[src/rtl/simon_sequencer_if.sv]
// Simon sequencer signal bundle: player controls, pattern memory port and
// display/status outputs. The sequencer is the master side.
interface simon_sequencer_if;
    logic       start;
    logic       tick;
    logic [1:0] rand_color;
    logic       btn_valid;
    logic [1:0] btn_color;
    logic [1:0] mem_out;
    logic [2:0] mem_address;
    logic [1:0] mem_data_in;
    logic       mem_write_en;
    logic       show_valid;
    logic [1:0] show_color;
    logic [2:0] level;
    logic       busy;
    logic       win;
    logic       lose;

    modport master (
        input  start, tick, rand_color, btn_valid, btn_color, mem_out,
        output mem_address, mem_data_in, mem_write_en,
        output show_valid, show_color, level, busy, win, lose
    );

    modport slave (
        output start, tick, rand_color, btn_valid, btn_color, mem_out,
        input  mem_address, mem_data_in, mem_write_en,
        input  show_valid, show_color, level, busy, win, lose
    );
endinterface

[src/rtl/simon_sequencer.sv]
// Simon game sequencer: grows a random color pattern in external memory,
// plays it back paced by tick, then checks the player's button presses.
module simon_sequencer #(
    parameter int TICKS_ON  = 1,
    parameter int TICKS_OFF = 1
) (
    input  logic              clk,
    input  logic              reset,
    simon_sequencer_if.master bus
);
    localparam int TMAX = (TICKS_ON > TICKS_OFF) ? TICKS_ON : TICKS_OFF;
    localparam int CW   = (TMAX > 1) ? $clog2(TMAX) : 1;
    localparam logic [CW-1:0] ON_LAST  = CW'(TICKS_ON - 1);
    localparam logic [CW-1:0] OFF_LAST = CW'(TICKS_OFF - 1);

    typedef enum logic [2:0] {
        IDLE, ADD, PLAY_ON, PLAY_OFF, WAIT_IN, WIN, LOSE
    } state_t;

    state_t          state;
    state_t          state_nx;
    logic [2:0]      level;
    logic [2:0]      idx;
    logic [CW-1:0]   cnt;
    logic [1:0]      data;
    logic            hit;
    logic            on_done;
    logic            off_done;
    logic            last;
    logic            write_en;
    logic            show;
    logic            busy;
    logic            win;
    logic            lose;
    logic [2:0]      address;

    assign hit      = bus.btn_color == bus.mem_out;
    assign on_done  = bus.tick && (cnt == ON_LAST);
    assign off_done = bus.tick && (cnt == OFF_LAST);
    assign last     = idx == level;

    always_ff @(posedge clk) begin
        if (reset) state <= IDLE;
        else       state <= state_nx;
    end

    always_comb begin
        state_nx = state;
        unique case (state)
            IDLE, WIN, LOSE: if (bus.start) state_nx = ADD;
            ADD:             state_nx = PLAY_ON;
            PLAY_ON:         if (on_done) state_nx = PLAY_OFF;
            PLAY_OFF: begin
                if (off_done) state_nx = last ? WAIT_IN : PLAY_ON;
            end
            WAIT_IN: begin
                if (bus.btn_valid) begin
                    if (!hit)      state_nx = LOSE;
                    else if (last) state_nx = (level == 3'd7) ? WIN : ADD;
                end
            end
            default:         state_nx = IDLE;
        endcase
    end

    // Datapath registers only move on the events their state listens to.
    always_ff @(posedge clk) begin
        if (reset) begin
            level <= 3'd0;
            idx   <= 3'd0;
            cnt   <= '0;
            data  <= 2'd0;
        end else begin
            unique case (state)
                IDLE, WIN, LOSE: begin
                    if (bus.start) begin
                        level <= 3'd0;
                        idx   <= 3'd0;
                        data  <= bus.rand_color;
                    end
                end
                ADD: begin
                    idx <= 3'd0;
                    cnt <= '0;
                end
                PLAY_ON: begin
                    if (bus.tick) cnt <= on_done ? '0 : cnt + 1'b1;
                end
                PLAY_OFF: begin
                    if (off_done) begin
                        cnt <= '0;
                        idx <= last ? 3'd0 : idx + 3'd1;
                    end else if (bus.tick) begin
                        cnt <= cnt + 1'b1;
                    end
                end
                WAIT_IN: begin
                    if (bus.btn_valid && hit) begin
                        if (!last) begin
                            idx <= idx + 3'd1;
                        end else if (level != 3'd7) begin
                            level <= level + 3'd1;
                            data  <= bus.rand_color;
                        end
                    end
                end
                default: ;
            endcase
        end
    end

    always_comb begin
        write_en = 1'b0;
        address  = idx;
        show     = 1'b0;
        busy     = 1'b1;
        win      = 1'b0;
        lose     = 1'b0;
        unique case (state)
            ADD: begin
                write_en = 1'b1;
                address  = level;
            end
            PLAY_ON: show = 1'b1;
            IDLE:    busy = 1'b0;
            WIN: begin
                busy = 1'b0;
                win  = 1'b1;
            end
            LOSE: begin
                busy = 1'b0;
                lose = 1'b1;
            end
            default: ;
        endcase
    end

    assign bus.mem_write_en = write_en;
    assign bus.mem_address  = address;
    assign bus.mem_data_in  = data;
    assign bus.show_valid   = show;
    assign bus.show_color   = show ? bus.mem_out : 2'd0;
    assign bus.level        = level;
    assign bus.busy         = busy;
    assign bus.win          = win;
    assign bus.lose         = lose;
endmodule

[src/flat_wrapper.sv]
// flat-port wrapper written by rule: the top's interface ports become plain ports
module simon_sequencer_flat 
#(
    parameter int TICKS_ON  = 1,
    parameter int TICKS_OFF = 1
)
  (clk, reset, bus_start, bus_tick, bus_rand_color, bus_btn_valid, bus_btn_color, bus_mem_out, bus_mem_address, bus_mem_data_in, bus_mem_write_en, bus_show_valid, bus_show_color, bus_level, bus_busy, bus_win, bus_lose);
  simon_sequencer_if bus_i ();
  input  logic clk;
  input  logic reset;
  input wire logic [$bits(bus_i.start)-1:0] bus_start;
  input wire logic [$bits(bus_i.tick)-1:0] bus_tick;
  input wire logic [$bits(bus_i.rand_color)-1:0] bus_rand_color;
  input wire logic [$bits(bus_i.btn_valid)-1:0] bus_btn_valid;
  input wire logic [$bits(bus_i.btn_color)-1:0] bus_btn_color;
  input wire logic [$bits(bus_i.mem_out)-1:0] bus_mem_out;
  output wire logic [$bits(bus_i.mem_address)-1:0] bus_mem_address;
  output wire logic [$bits(bus_i.mem_data_in)-1:0] bus_mem_data_in;
  output wire logic [$bits(bus_i.mem_write_en)-1:0] bus_mem_write_en;
  output wire logic [$bits(bus_i.show_valid)-1:0] bus_show_valid;
  output wire logic [$bits(bus_i.show_color)-1:0] bus_show_color;
  output wire logic [$bits(bus_i.level)-1:0] bus_level;
  output wire logic [$bits(bus_i.busy)-1:0] bus_busy;
  output wire logic [$bits(bus_i.win)-1:0] bus_win;
  output wire logic [$bits(bus_i.lose)-1:0] bus_lose;
  assign bus_i.start = bus_start;
  assign bus_i.tick = bus_tick;
  assign bus_i.rand_color = bus_rand_color;
  assign bus_i.btn_valid = bus_btn_valid;
  assign bus_i.btn_color = bus_btn_color;
  assign bus_i.mem_out = bus_mem_out;
  assign bus_mem_address = bus_i.mem_address;
  assign bus_mem_data_in = bus_i.mem_data_in;
  assign bus_mem_write_en = bus_i.mem_write_en;
  assign bus_show_valid = bus_i.show_valid;
  assign bus_show_color = bus_i.show_color;
  assign bus_level = bus_i.level;
  assign bus_busy = bus_i.busy;
  assign bus_win = bus_i.win;
  assign bus_lose = bus_i.lose;
  simon_sequencer #(.TICKS_ON(TICKS_ON), .TICKS_OFF(TICKS_OFF)) u_core (.clk(clk), .reset(reset), .bus(bus_i));
endmodule
[config.mk]
export PLATFORM = sky130hd
export DESIGN_NAME = simon_sequencer_flat
export DESIGN_NICKNAME = d
export VERILOG_FILES = /design/src/rtl/simon_sequencer_if.sv /design/src/rtl/simon_sequencer.sv /design/src/flat_wrapper.sv
export SDC_FILE = /design/constraint.sdc
export NUM_CORES = 1
export LEC_CHECK = 0
export CAP_MARGIN = 20
export CORE_MARGIN = 2
export CORE_UTILIZATION = 44
export DETAILED_ROUTE_END_ITERATION = 7
export PLACE_DENSITY = 0.74
export SLEW_MARGIN = 10
export SYNTH_ARGS = -nofsm -noshare
export SYNTH_HDL_FRONTEND = slang
export SYNTH_SLANG_ARGS = --single-unit
[constraint.sdc]
create_clock -name clk -period 2.75 [get_ports clk]
set_input_delay 0.6875 -clock clk [delete_from_list [all_inputs] [get_ports clk]]
set_output_delay 0.6875 -clock clk [all_outputs]
set_load 0.02 [all_outputs]
* Yosys cells after proc, flatten, opt, wreduce, memory -nomap -nowiden *
Cells that the tools add are included.

storage, ports and cells
  register bits = 12
  output and inout port bits = 15
  logic and storage cells = 77

cells by class
  add/subtract/negate cells = 3
  equality and inequality tests = 21
  multiplexer cells = 36
  bitwise logic cells = 1
  reduce and logical (&&, ||, !) cells = 11

operators with widths
  cell                                                                      count
  3-bit two-way mux                                                         17
  3-bit case mux with 5 select lines                                        1
  5-bit AND reduction                                                       3
  3-bit == test (second input constant)                                     4
  2-bit by 1-bit inequality test with 1-bit output (second input constant)  6
  3-bit case mux with 4 select lines                                        1
  2-bit two-way mux                                                         5
  1-bit two-way mux                                                         9
  3-bit by 1-bit adder with 3-bit output (second input constant)            2
  3-bit by 2-bit == test with 1-bit output (second input constant)          2
  2-bit inequality test (second input constant)                             3
  3-bit inequality test (second input constant)                             2
  3-bit case mux with 2 select lines                                        1
  2-bit case mux with 2 select lines                                        1
  4-bit nonzero test                                                        1
  3-bit by 1-bit == test with 1-bit output (second input constant)          1
  3-bit == test                                                             1
  3-bit zero test                                                           1
  3-bit by 2-bit inequality test with 1-bit output (second input constant)  1
  1-bit case mux with 3 select lines                                        1
  3-bit AND reduction                                                       1
  3-bit nonzero test                                                        1
  3-bit OR reduction                                                        1
  2-bit == test                                                             1
  4 further kinds                                                           5

* Logic depth before layout (Yosys ltp) *
  word-level depth = 6
  mapped depth = 8
  depth with buffers taken out = 7

* Worst setup path after synthesis *
No wires, ideal clock.

  path kind = flip-flop to output port
  start = register u_core.state[0]
  end = output port bus_mem_address[0]
  arrival time = 1.683 ns
  setup slack = 0.379 ns
  stages on the path, launching flop included = 5
  buffers on the path = 1
  cell sequence = dfxtp_1 -> clkbuf_1 -> nand2b_1 -> nor2_1 -> mux2_2

on the way
  longest elaborated chain between the ends = 2

ends and longest elaborated chain
  element                                   RTL line                text
  from (decl)                               simon_sequencer.sv:20   state_t state;
  from (signal assigned)                    simon_sequencer.sv:44   else state <= state_nx;
  3-bit by 1-bit == test with 1-bit output  simon_sequencer.sv:119  unique case (state)
  3-bit two-way mux                         simon_sequencer.sv:119
  to (decl)                                 flat_wrapper.sv:17      output wire logic [$bits(bus_i.mem_address)-1:0] bus_mem_address;

No other way between the ends.

* Final worst setup path *
  start = register u_core.state[1]
  end = output port bus_mem_address[0]

Same word-level chain as after synthesis.

==> results.py <==
metrics = {
    "route": {
        "viasPerCell": 5.41,
        "vias": 946,
        "drt-wirelength-per-cell_um": 13.3,
        "dr.pass1.iters": 4,
        "drc": 0,
        "wirelength_um": 2330,
        "drtAntennaViolNets": 0,
        "drt-initial-drc-count": 7,
    },
    "die": {
        "placementRows": 16,
        "coreArea_sq_mm": 0.00196,
        "io_pins": 26,
        "initial_utilization": 0.471,
        "fp.dieW_um": 49.8,
        "dieArea_sq_mm": 0.00248,
        "die_h_um": 49.8,
    },
    "cts": {
        "clock-root-buffer": "clkbuf_4",
        "cts_resized": 0,
        "cts_hold_buffers": 0,
        "cts_made_buffers": 3,
        "path_clk_slew_ps": 80,
        "cts_max_level": 1,
        "cts_tree": "built",
        "cts.sinks": 12,
        "cts_max_path_buffers": 2,
        "post_cts_buffers": 0,
        "clock_latency_ps": 270,
    },
    "timing": {
        "worstMarginPinSlew_ps": 564,
        "min_period_ps": 2600,
        "setup_viol": 0,
        "drv_slew": 0,
        "finalCritPeriodShare": 0.946,
        "rsz0062_at_grt": "false",
        "tns_ps": 0,
        "hold_violations": 0,
        "fmax_mhz": 384,
        "maxSlewHeadroom": 0.623,
        "fin_worst_skew_ps": 0.647,
        "fin_ws_ps": 148,
    },
    "synthesis": {
        "yosys.area_share.simple": 0.327,
        "synth_common_cells": "14 x nor2_1, 12 x dfxtp_1, 9 x a21oi_1, 9 x o21ai_0, 8 x nand2b_1",
        "netlist-cell-type-count": 36,
        "synth-compound-area-share": 0.217,
        "yosys_most_used_dff": "dfxtp_1",
        "syn-num-nets": 135,
        "yosysTopAreaCellShare": 0.260,
        "synth_area_sq_um": 923,
        "synthMostInstantiatedCell": "nor2_1",
        "seq_area_frac_synth": 0.260,
        "synth_fa_ha_area_frac": 0.0623,
        "synth_xor_area_frac": 0.0474,
        "async_reset_ff_frac": 0,
        "synth_edf_count": 0,
        "netlist_instances": 120,
        "synth_top_family_by_area": "simple AND/OR/NAND/NOR gates",
        "ys_top_cells_by_area": "dfxtp_1 26%, nor2_1 5.7%, nand2b_1 5.4%",
        "ys_ff_latch": 12,
        "synthMuxAreaShare": 0.0474,
        "avgSynthCellArea_sq_um": 7.69,
        "yosys_warnings": 0,
        "yosysTopAreaCell": "dfxtp_1",
    },
    "pwr": {
        "cellPowerDensity_mw_per_mm2": 859,
        "ir_drop_uv": 520,
        "finalPower_mw": 1.08,
        "p_leak_nw": 0.484,
    },
    "global_routing": {
        "grt_remaining_overflow": 0,
        "grt_first_pass_wirelength_um": 3930,
        "track_usage": 0.203,
        "grt_pass1_vias": 887,
        "antenna_found_initial": 0,
        "grt_max_degree": 16,
    },
    "worst_setup_path": {
        "cpPeakStageDelay_ps": 540,
        "required_ps": 2060,
        "crit_type": "reg2out",
        "cp-startpoint": "u_core.state[1]",
        "slowest_stage": "clkdlybuf4s50_1",
        "crit_chain": "nand2b_1 > nor2_2 > mux2_2 > clkdlybuf4s50_1",
        "critical_path.startpoint_type": "flop",
        "cp.arrival_ps": 1910,
        "critPathMaxFanout": 4,
        "r2r_start": "u_core.state[0]",
        "cp-end-kind": "output pin",
    },
    "finish": {
        "fin_area_sq_mm": 0.00125,
        "nNetsFinal": 164,
        "postLayoutCoreUtil": 0.640,
        "syn_to_final_growth_pct": 35.9,
        "diodes": 0,
        "final_layout_size_suffix_gt1_frac": 0.108,
    },
    "placed_design": {
        "gp_congestion": 0.841,
        "portBuffers": 25,
        "dp_worst_setup_slack_ps": 156,
        "dp_hpwl_um": 1770,
        "dpl_cell_area_sq_mm": 0.00122,
    },
    "status": {
        "status": "complete, no violations",
    },
    "min_path": {
        "hp-start": "u_core.cnt",
        "hp-class": "reg2reg",
    },
    "job": {
        "cap_violations": 0,
    },
}
## power by group
part	total [mW]	internal, mW	switching (mW)
clock	0.142	0.0804	0.0618
sequential	0.230	0.208	0.0228
combinational	0.705	0.310	0.395
total	1.08	0.598	0.480
## cells in the final DEF (no fill, tap or decap), drive strengths merged, types with 3 or more instances in the layout
| cell | netlist | layout |
|---|---|---|
| or2 | 3 | 3 |
| nand3 | 4 | 4 |
| clkbuf | 3 | 4 |
| nor2 | 14 | 14 |
| clkdlybuf4s50 | 0 | 25 |
| o21ai | 9 | 9 |
| buf | 2 | 4 |
| nor3 | 5 | 5 |
| a21oi | 9 | 9 |
| ha | 3 | 3 |
| xor2 | 5 | 5 |
| inv | 4 | 4 |
| nand2 | 7 | 7 |
| a311oi | 3 | 3 |
| dfxtp | 12 | 12 |
| nor2b | 4 | 4 |
| mux2 | 3 | 3 |
| and2 | 3 | 3 |
| nand2b | 8 | 8 |
## cell type report
class	count	area, sq um
Sequential cell	12	240
Fill cell	200	707
Timing Repair Buffer	29	280
Tap cell	27	33.8
Multi-Input combinational cell	99	649
Inverter	4	15.0
Clock buffer	4	36.3
## through the flow
| stage | std cells | hold WS [ps] |
|---|---|---|
| finish | 175 | 462 |
| global route | 175 | 509 |
| CTS | 175 | 466 |
| detailed placement | 171 | 453 |
| global placement | 171 | 447 |
| floorplan | 120 | 434 |
## layer usage
| layer | wire length [um] | track usage | vias to the layer above |
|---|---|---|---|
| met5 | 0 | 0 | - |
| met4 | 14 | 0.0556 | 0 |
| met3 | 74 | 0.0364 | 2 |
| met2 | 1150 | 0.356 | 19 |
| met1 | 1090 | 0.253 | 433 |
| li1 | - | - | 492 |
## sequential cells by signal, summed over array words and instances (netlist names)
signal,flops
u_core.bus.level,3
u_core.state,3
u_core.cnt,1
u_core.idx,3
u_core.bus.mem_data_in,2
## path summary, 6_finish.rpt
kind	to	slack, ps	cells past startpoint
max reg2reg	u_core.idx[2]	420	7
min reg2reg	u_core.cnt	460	2
min	u_core.cnt	460	2
max	bus_mem_address[0]	150	4
## worst max-delay path: cells and delay by family, from the launching register on
family / cells / cell delay, ps
buffers and inverters: 1 / 540
flip-flops: 1 / 310
multiplexers: 1 / 370
AND/OR/NAND/NOR: 2 / 420
## cell families after synthesis
group,after synthesis
flip-flops,12
XOR/XNOR,5
AO/OA/AOI/OAI,30
AND/OR/NAND/NOR,56
adder cells (fa/ha/maj),4
buffers and inverters,9
multiplexers,4
(Power assumes the default switching activity.)
